## src/rtl/sd_cmd_frame_assembler.sv

```systemverilog
// SD command frame assembler: hunts for a start byte in the SPI receive stream,
// collects the 6-byte command frame, checks CRC7 and presents the decoded command.
module sd_cmd_frame_assembler #(
  parameter bit CRC_ENABLE  = 1'b1,
  parameter int FRAME_BYTES = 6
) (
  input  logic        CLK,
  input  logic        reset,
  input  logic        CS,
  input  logic [7:0]  Buffer,
  input  logic        Changed,
  input  logic        Hold,
  output logic [5:0]  CmdIndex,
  output logic [31:0] CmdArg,
  output logic [6:0]  CmdCrc,
  output logic        CrcOk,
  output logic        CmdValid,
  output logic        FrameError,
  output logic        Busy
);

  typedef enum logic [0:0] {IDLE = 1'b0, COLLECT = 1'b1} state_t;

  // Counter value at which the stop/CRC byte is expected.
  localparam logic [2:0] LAST_CNT = 3'(FRAME_BYTES - 1);

  // CRC7 (x^7 + x^3 + 1), one byte MSB first, unrolled into eight bit steps.
  function automatic logic [6:0] crc7_byte(input logic [6:0] crc_in, input logic [7:0] data);
    logic [6:0] crc;
    logic       fb;
    crc = crc_in;
    for (int i = 7; i >= 0; i--) begin
      fb  = crc[6] ^ data[i];
      crc = {crc[5:0], 1'b0} ^ (fb ? 7'h09 : 7'h00);
    end
    return crc;
  endfunction

  state_t      state_r, state_s;
  logic [2:0]  cnt_r, cnt_s;
  logic [6:0]  crc_r, crc_s;
  logic [5:0]  idx_sh_r, idx_sh_s;
  logic [31:0] arg_sh_r, arg_sh_s;
  logic [5:0]  cmd_index_s;
  logic [31:0] cmd_arg_s;
  logic [6:0]  cmd_crc_s;
  logic        crc_ok_s;
  logic        cmd_valid_s;
  logic        frame_error_s;
  logic        accept_s;

  // State, shadow and output registers.
  always_ff @(posedge CLK) begin
    if (reset) begin
      state_r    <= IDLE;
      cnt_r      <= 3'd0;
      crc_r      <= 7'd0;
      idx_sh_r   <= 6'd0;
      arg_sh_r   <= 32'd0;
      CmdIndex   <= 6'd0;
      CmdArg     <= 32'd0;
      CmdCrc     <= 7'd0;
      CrcOk      <= 1'b0;
      CmdValid   <= 1'b0;
      FrameError <= 1'b0;
      Busy       <= 1'b0;
    end else begin
      state_r    <= state_s;
      cnt_r      <= cnt_s;
      crc_r      <= crc_s;
      idx_sh_r   <= idx_sh_s;
      arg_sh_r   <= arg_sh_s;
      CmdIndex   <= cmd_index_s;
      CmdArg     <= cmd_arg_s;
      CmdCrc     <= cmd_crc_s;
      CrcOk      <= crc_ok_s;
      CmdValid   <= cmd_valid_s;
      FrameError <= frame_error_s;
      Busy       <= (state_s == COLLECT);
    end
  end

  // Next-state and frame-assembly logic.
  always_comb begin
    accept_s      = Changed && !CS && !Hold;
    state_s       = state_r;
    cnt_s         = cnt_r;
    crc_s         = crc_r;
    idx_sh_s      = idx_sh_r;
    arg_sh_s      = arg_sh_r;
    cmd_index_s   = CmdIndex;
    cmd_arg_s     = CmdArg;
    cmd_crc_s     = CmdCrc;
    crc_ok_s      = CrcOk;
    cmd_valid_s   = 1'b0;
    frame_error_s = 1'b0;
    case (state_r)
      IDLE: begin
        if (accept_s && (Buffer[7:6] == 2'b01)) begin
          idx_sh_s = Buffer[5:0];
          crc_s    = crc7_byte(7'd0, Buffer);
          cnt_s    = 3'd1;
          state_s  = COLLECT;
        end else begin
          state_s = IDLE;
        end
      end
      COLLECT: begin
        if (CS) begin
          // Chip select released mid-frame: drop the frame silently.
          state_s = IDLE;
          cnt_s   = 3'd0;
        end else if (accept_s) begin
          if (cnt_r == LAST_CNT) begin
            state_s = IDLE;
            cnt_s   = 3'd0;
            if (Buffer[0]) begin
              cmd_valid_s = 1'b1;
              cmd_index_s = idx_sh_r;
              cmd_arg_s   = arg_sh_r;
              cmd_crc_s   = Buffer[7:1];
              crc_ok_s    = CRC_ENABLE ? (crc_r == Buffer[7:1]) : 1'b1;
            end else begin
              frame_error_s = 1'b1;
            end
          end else begin
            arg_sh_s = {arg_sh_r[23:0], Buffer};
            crc_s    = crc7_byte(crc_r, Buffer);
            cnt_s    = cnt_r + 3'd1;
          end
        end else begin
          state_s = COLLECT;
        end
      end
      default: begin
        state_s = IDLE;
        cnt_s   = 3'd0;
      end
    endcase
  end

endmodule
```

## config.mk

```make
export PLATFORM = sky130hd
export DESIGN_NAME = sd_cmd_frame_assembler
export DESIGN_NICKNAME = d
export VERILOG_FILES = /design/src/rtl/sd_cmd_frame_assembler.sv
export SDC_FILE = /design/constraint.sdc
export NUM_CORES = 1
export LEC_CHECK = 0
export BUFFER_PORTS_ARGS = -buffer_cell sky130_fd_sc_hd__buf_2
export CORE_MARGIN = 2
export CORE_UTILIZATION = 60
export CTS_CLUSTER_SIZE = 30
export DETAILED_ROUTE_END_ITERATION = 7
export PLACE_DENSITY = 0.83
export SLEW_MARGIN = 20
export SYNTH_ARGS = -nofsm -noshare
export SYNTH_HDL_FRONTEND = slang
export SYNTH_SLANG_ARGS = --single-unit
```

## constraint.sdc

```tcl
create_clock -name CLK -period 2.6 [get_ports CLK]
set_input_delay 0.52 -clock CLK [delete_from_list [all_inputs] [get_ports CLK]]
set_output_delay 0.52 -clock CLK [all_outputs]
set_load 0.02 [all_outputs]
```

# Word level (Yosys, flattened, before mapping)

Index checks and enable logic that the tools add are counted.
W data, S select, Z words.

Bits of input ports: 13
Register bits after elaboration: 97

Mux-type cells: 33
Reduce and logical (&&, ||, !) cells: 11
Eq/ne operators: 8
Add/subtract/negate cells: 1
Bitwise logic cells: 34

Operator list:

| cell                  | number |
|---|---|
| $xor A7 B4 Y7         | 13 |
| $mux W4               | 16 |
| $mux W7               | 4 |
| $pmux W7 S2           | 1 |
| $mux W3               | 4 |
| $xor A1 B1 Y1         | 12 |
| $reduce_and A4 Y1     | 2 |
| $eq A7 B7 Y1          | 1 |
| $mux W1               | 6 |
| $ne A2 B2 Y1 const B  | 3 |
| $pmux W3 S2           | 1 |
| $xor A6 B4 Y6         | 1 |
| $reduce_and A5 Y1     | 1 |
| $reduce_or A5 Y1      | 1 |
| $xor A5 B4 Y5         | 1 |
| $not A1 Y1            | 4 |
| $reduce_and A2 Y1     | 2 |
| $add A3 B1 Y3 const B | 1 |
| $eq A3 B3 Y1 const B  | 1 |
| $logic_and A1 B1 Y1   | 3 |
| $ne A3 B2 Y1 const B  | 1 |
| $xor A1 B1 Y1 const A | 3 |
| $eq A2 B1 Y1 const B  | 1 |
| $logic_not A1 Y1      | 2 |
| other kinds (2)       | 2 |

# Longest topological paths before layout

Word-level depth: 28
Depth in mapped cells: 7
Gate-level depth less buffers: 5

# Worst setup path before layout

OpenSTA, ideal clock, no wires.

Path type: input -> register
From: input Buffer[7]
To: register crc_r[3]
Arrival time: 1.631 ns
Path buffers: 2
Setup time: 0.133 ns
Stages: 7
Slack: 0.837 ns
Path through: buf_6 > nor4b_4 > nand2_2 > nand2_2 > buf_6 > mux2i_1 > a31oi_1

Word-level cells in the longest chain between the ends: 16

RTL lines:

| what                                                  | RTL line | source |
|---|---|---|
| start, declared                                       | 10       | `input logic [7:0] Buffer,` |
| $xor A1 B1 Y1                                         | 33       | `fb = crc[6] ^ data[i];` |
| $mux W4                                               | 34       | `crc = {crc[5:0], 1'b0} ^ (fb ? 7'h09 : 7'h00);` |
| $xor A7 B4 Y7 (4 in series)                           | 34       |  |
| $xor A1 B1 Y1 / $xor A7 B4 Y7 (equally long branches) | 33, 34   |  |
| $mux W4 / $xor A7 B4 Y7 (equally long branches)       | 34       |  |
| $xor A7 B4 Y7                                         | 34       |  |
| $xor A7 B4 Y7 / $xor A1 B1 Y1 (equally long branches) | 34, 33   |  |
| $xor A7 B4 Y7 / $mux W4 (equally long branches)       | 34       |  |
| $xor A7 B4 Y7                                         | 34       |  |
| $mux W7                                               | 114      | `if (cnt_r == LAST_CNT) begin` |
| $mux W7                                               | 113      | `end else if (accept_s) begin` |
| $mux W7                                               | 109      | `if (CS) begin` |
| $pmux W7 S2                                           | 97       | `case (state_r)` |
| end signal, assigned                                  | 70       | `crc_r <= crc_s;` |
| end, declared                                         | 41       | `logic [6:0] crc_r, crc_s;` |

Several ways; a longest one is shown, not always the timed one. The select of a mux whose other input is x is not followed.
A chain may end at the register's enable or synchronous reset.

# Worst setup path after layout

From: register state_r
To: register crc_r[3]

Word-level cells in the longest chain between the ends: 3

RTL lines:

| what                        | RTL line | source |
|---|---|---|
| start, declared             | 39       | `state_t state_r, state_s;` |
| start signal, assigned      | 68       | `state_r <= state_s;` |
| $not A1 Y1 (no line)        | -        |  |
| $ne A2 B2 Y1 (no line)      | -        |  |
| $reduce_and A4 Y1 (no line) | -        |  |

Several ways; a longest one is shown, not always the timed one.

==> impl_results.md <==
- Core ar.: roughly 6300 µm²
- I/O Buffers: slightly above 60
- PwrDens: between 600 and 700 nW/µm²
- Most common flop cell mapped by yosys: dfxtp_1
- Post-cts sizing count: 0
- Sequential area share after synthesis: 0.503
- Drt wl/cell: between 10 and 15 µm
- Area leader, netlist: dfxtp_1
- Final WL: between 8 and 9 mm
- Crit path time final: about 2.1 ns
- # nets final: 533
- CP Max Fanout: 33
- Syn Inst Count: ~480
- FMAX: 485 MHz
- Tcrit/Tclk final: 0.794
- Top cell type's share of synthesized area: 0.503
- Initial core utilization: 0.615
- # diodes: 0
- H-tree Lvls: 3
- Final core utilization: 0.694
- Synthesized Nets: just under 500
- Final Skew: 0.00881 ns
- Crit Path Category: reg2reg
- Largest net degree at the start of global routing: 60
- Setup TNS: 0 ns
- Global Route Usage Sum: 0.240
- Relative slew slack: 0.527
- DRC Markers: 0
- Area post-placement: just over 4000 µm²
- CP Data Required Time: between 2 and 3 ns
- Ys Warns: 0
- Vias per inst: between 5 and 6
- Vias after detailed routing: ~3200
- Register bit total from synthesis: between 90 and 100
- I/O Pins: 62
- Type of the most critical hold path: reg2reg
- FF-to-FF path depth: 6
- Initial antenna violation count: 0
- GRT overflow: 0
- CTS root buf: clkbuf_8
- Synth area leaders: dfxtp_1 (50%), nand2_1 (17%), a21oi_1 (11%)
- GP Congestion: 0.847
- CTS clk-pin slew, worst paths: roughly 0.1 ns
- Max VDD drop: around 0.43 mV
- Die Height: between 80 and 90 µm
- First-pass iteration count of the detailed router: 4
- Worst setup margin: about 0.54 ns
- Min Hold Slack: 0.452 ns
- Clk sink count: slightly below 100
- First-pass GRT wire length: between 10 and 15 mm
- Clk Latency, worst-skew pair: between 0.3 and 0.4 ns
- Asr flop ratio synth: 0
- Max-cap viol count: 0
- Num rows: 29
- Final Instance Area: between 4000 and 5000 µm²
- Post-CTS Setup Inserts: 0
- Initial DRC Count: about 170
- Arr. time, crit path: between 2 and 2.5 ns
- Dpl ws: ~0.40 ns
- Die ar.: roughly 7000 µm²
- Post-Syn Area: about 3900 µm²
- HPWL after DPL: around 5.4 mm
- EDFF count, synth: 0
- CTS Buffer Depth: 2
- TritonCTS Buffers: 9
- Worst setup SP type: flop
- RSZ-0062 raised after global routing: no
- Pins over their slew limit: 0
- Share of layout cells above drive strength 1: 0.177
- # setup viols final: 0
- Slew @ Worst Pin: 0.710 ns
- Crit. End Element: flop
- CTS tree: built
- Library cells used by synthesis: 37
- Status: completed
- Vias in the first global route: 2907
- Final Hold Vio Count: 0
- Hold path depth: 2
- Syn Area/Cell: between 8 and 9 µm²
- Hold Buf Count CTS: 0
- P&R area growth vs syn: 12.9%
- Leak pwr: between 1.5 and 2 nW
- Die width: ~84 µm
- Number of nets with antenna violations after routing: 0
==> cell usage in the layout, fill, tap and decap left out, types with 2 or more instances in the layout <==
cell	synthesis	layout
nor3_1	2	2
mux2i_1	2	2
nand2_2	2	2
buf_2	10	61
nor2_1	7	7
nor2b_1	5	5
nor4_1	2	2
a211oi_1	5	5
buf_4	5	7
nand2_1	171	171
nand3_1	8	8
xnor2_1	16	16
clkbuf_8	0	10
nand2b_1	2	2
dfxtp_1	97	97
inv_1	3	3
a21oi_1	88	88
inv_8	0	2
xor2_1	12	12
==> worst max-delay path: stages (launching register included) <==
cell      delay (ns)
dfxtp_1         0.69
nand2b_1        0.24
a211o_1         0.31
buf_4           0.25
a211oi_1        0.22
o21ai_0         0.11
a31oi_1         0.16
==> registers in the layout, indices dropped and copies added, names as in the netlist, 3 cells and up <==
signal / cells
idx_sh_r: 6
arg_sh_r: 32
CmdIndex: 6
crc_r: 7
cnt_r: 3
CmdCrc: 7
CmdArg: 32
==> path summary, 6_finish.rpt <==
| path | start | endpoint | slack (ns) |
|---|---|---|---|
| worst max-delay path | state_r | crc_r[3] | 0.54 |
| worst min-delay path | arg_sh_r[27] | CmdArg[27] | 0.45 |
| worst max register to register | state_r | crc_r[3] | 0.54 |
| worst min register to register | arg_sh_r[27] | CmdArg[27] | 0.45 |
==> layout make-up <==
cell class	instances	area, µm²
fill	510	1920
clock buffer	10	138
multi-input combinational	340	1720
inverter	3	11.3
sequential	97	1940
tap	77	96.3
timing repair buffer	69	378
clock inverter	6	73.8
==> per-layer routing <==
| layer | global-route usage | up-vias | wire length, µm |
|---|---|---|---|
| met5 | 0 | - | 0 |
| met4 | 0.111 | 0 | 181 |
| met3 | 0.0570 | 18 | 508 |
| met2 | 0.376 | 99 | 3720 |
| met1 | 0.315 | 1467 | 3660 |
| li1 | - | 1628 | - |
==> synth_stat cells, types with 2 or more instances <==
cell type / instances
a211oi_1: 5
a21oi_1: 88
buf_2: 10
buf_4: 5
buf_6: 3
clkbuf_1: 20
dfxtp_1: 97
inv_1: 3
mux2i_1: 2
nand2_1: 171
nand2_2: 2
nand2b_1: 2
nand3_1: 8
nor2_1: 7
nor2b_1: 5
nor3_1: 2
nor4_1: 2
xnor2_1: 16
xor2_1: 12
==> power breakdown <==
group	switching, mW	internal [mW]
logic	0.0762	0.0481
clock network	0.547	0.486
registers	0.00658	1.49
==> cells by family (layout without fill, tap and decap cells) <==
kind of cell / after synthesis / count (layout) / share of synthesized area
and+or+nand+nor: 208 / 208 / 0.226
AOI/OAI and AO/OA: 100 / 100 / 0.139
DFF: 97 / 97 / 0.503
buffers and inverters: 41 / 88 / 0.0538
xor gates and xnor gates: 29 / 29 / 0.0694
muxes: 3 / 3 / 0.00811
==> metrics by stage <==
stage	cells	power, mW
detailed placement	586	1.65
finish	602	2.65
floorplan	478	1.62
global placement	586	1.65
CTS	602	2.66
global route	602	2.73
(Power assumes the default switching activity.)
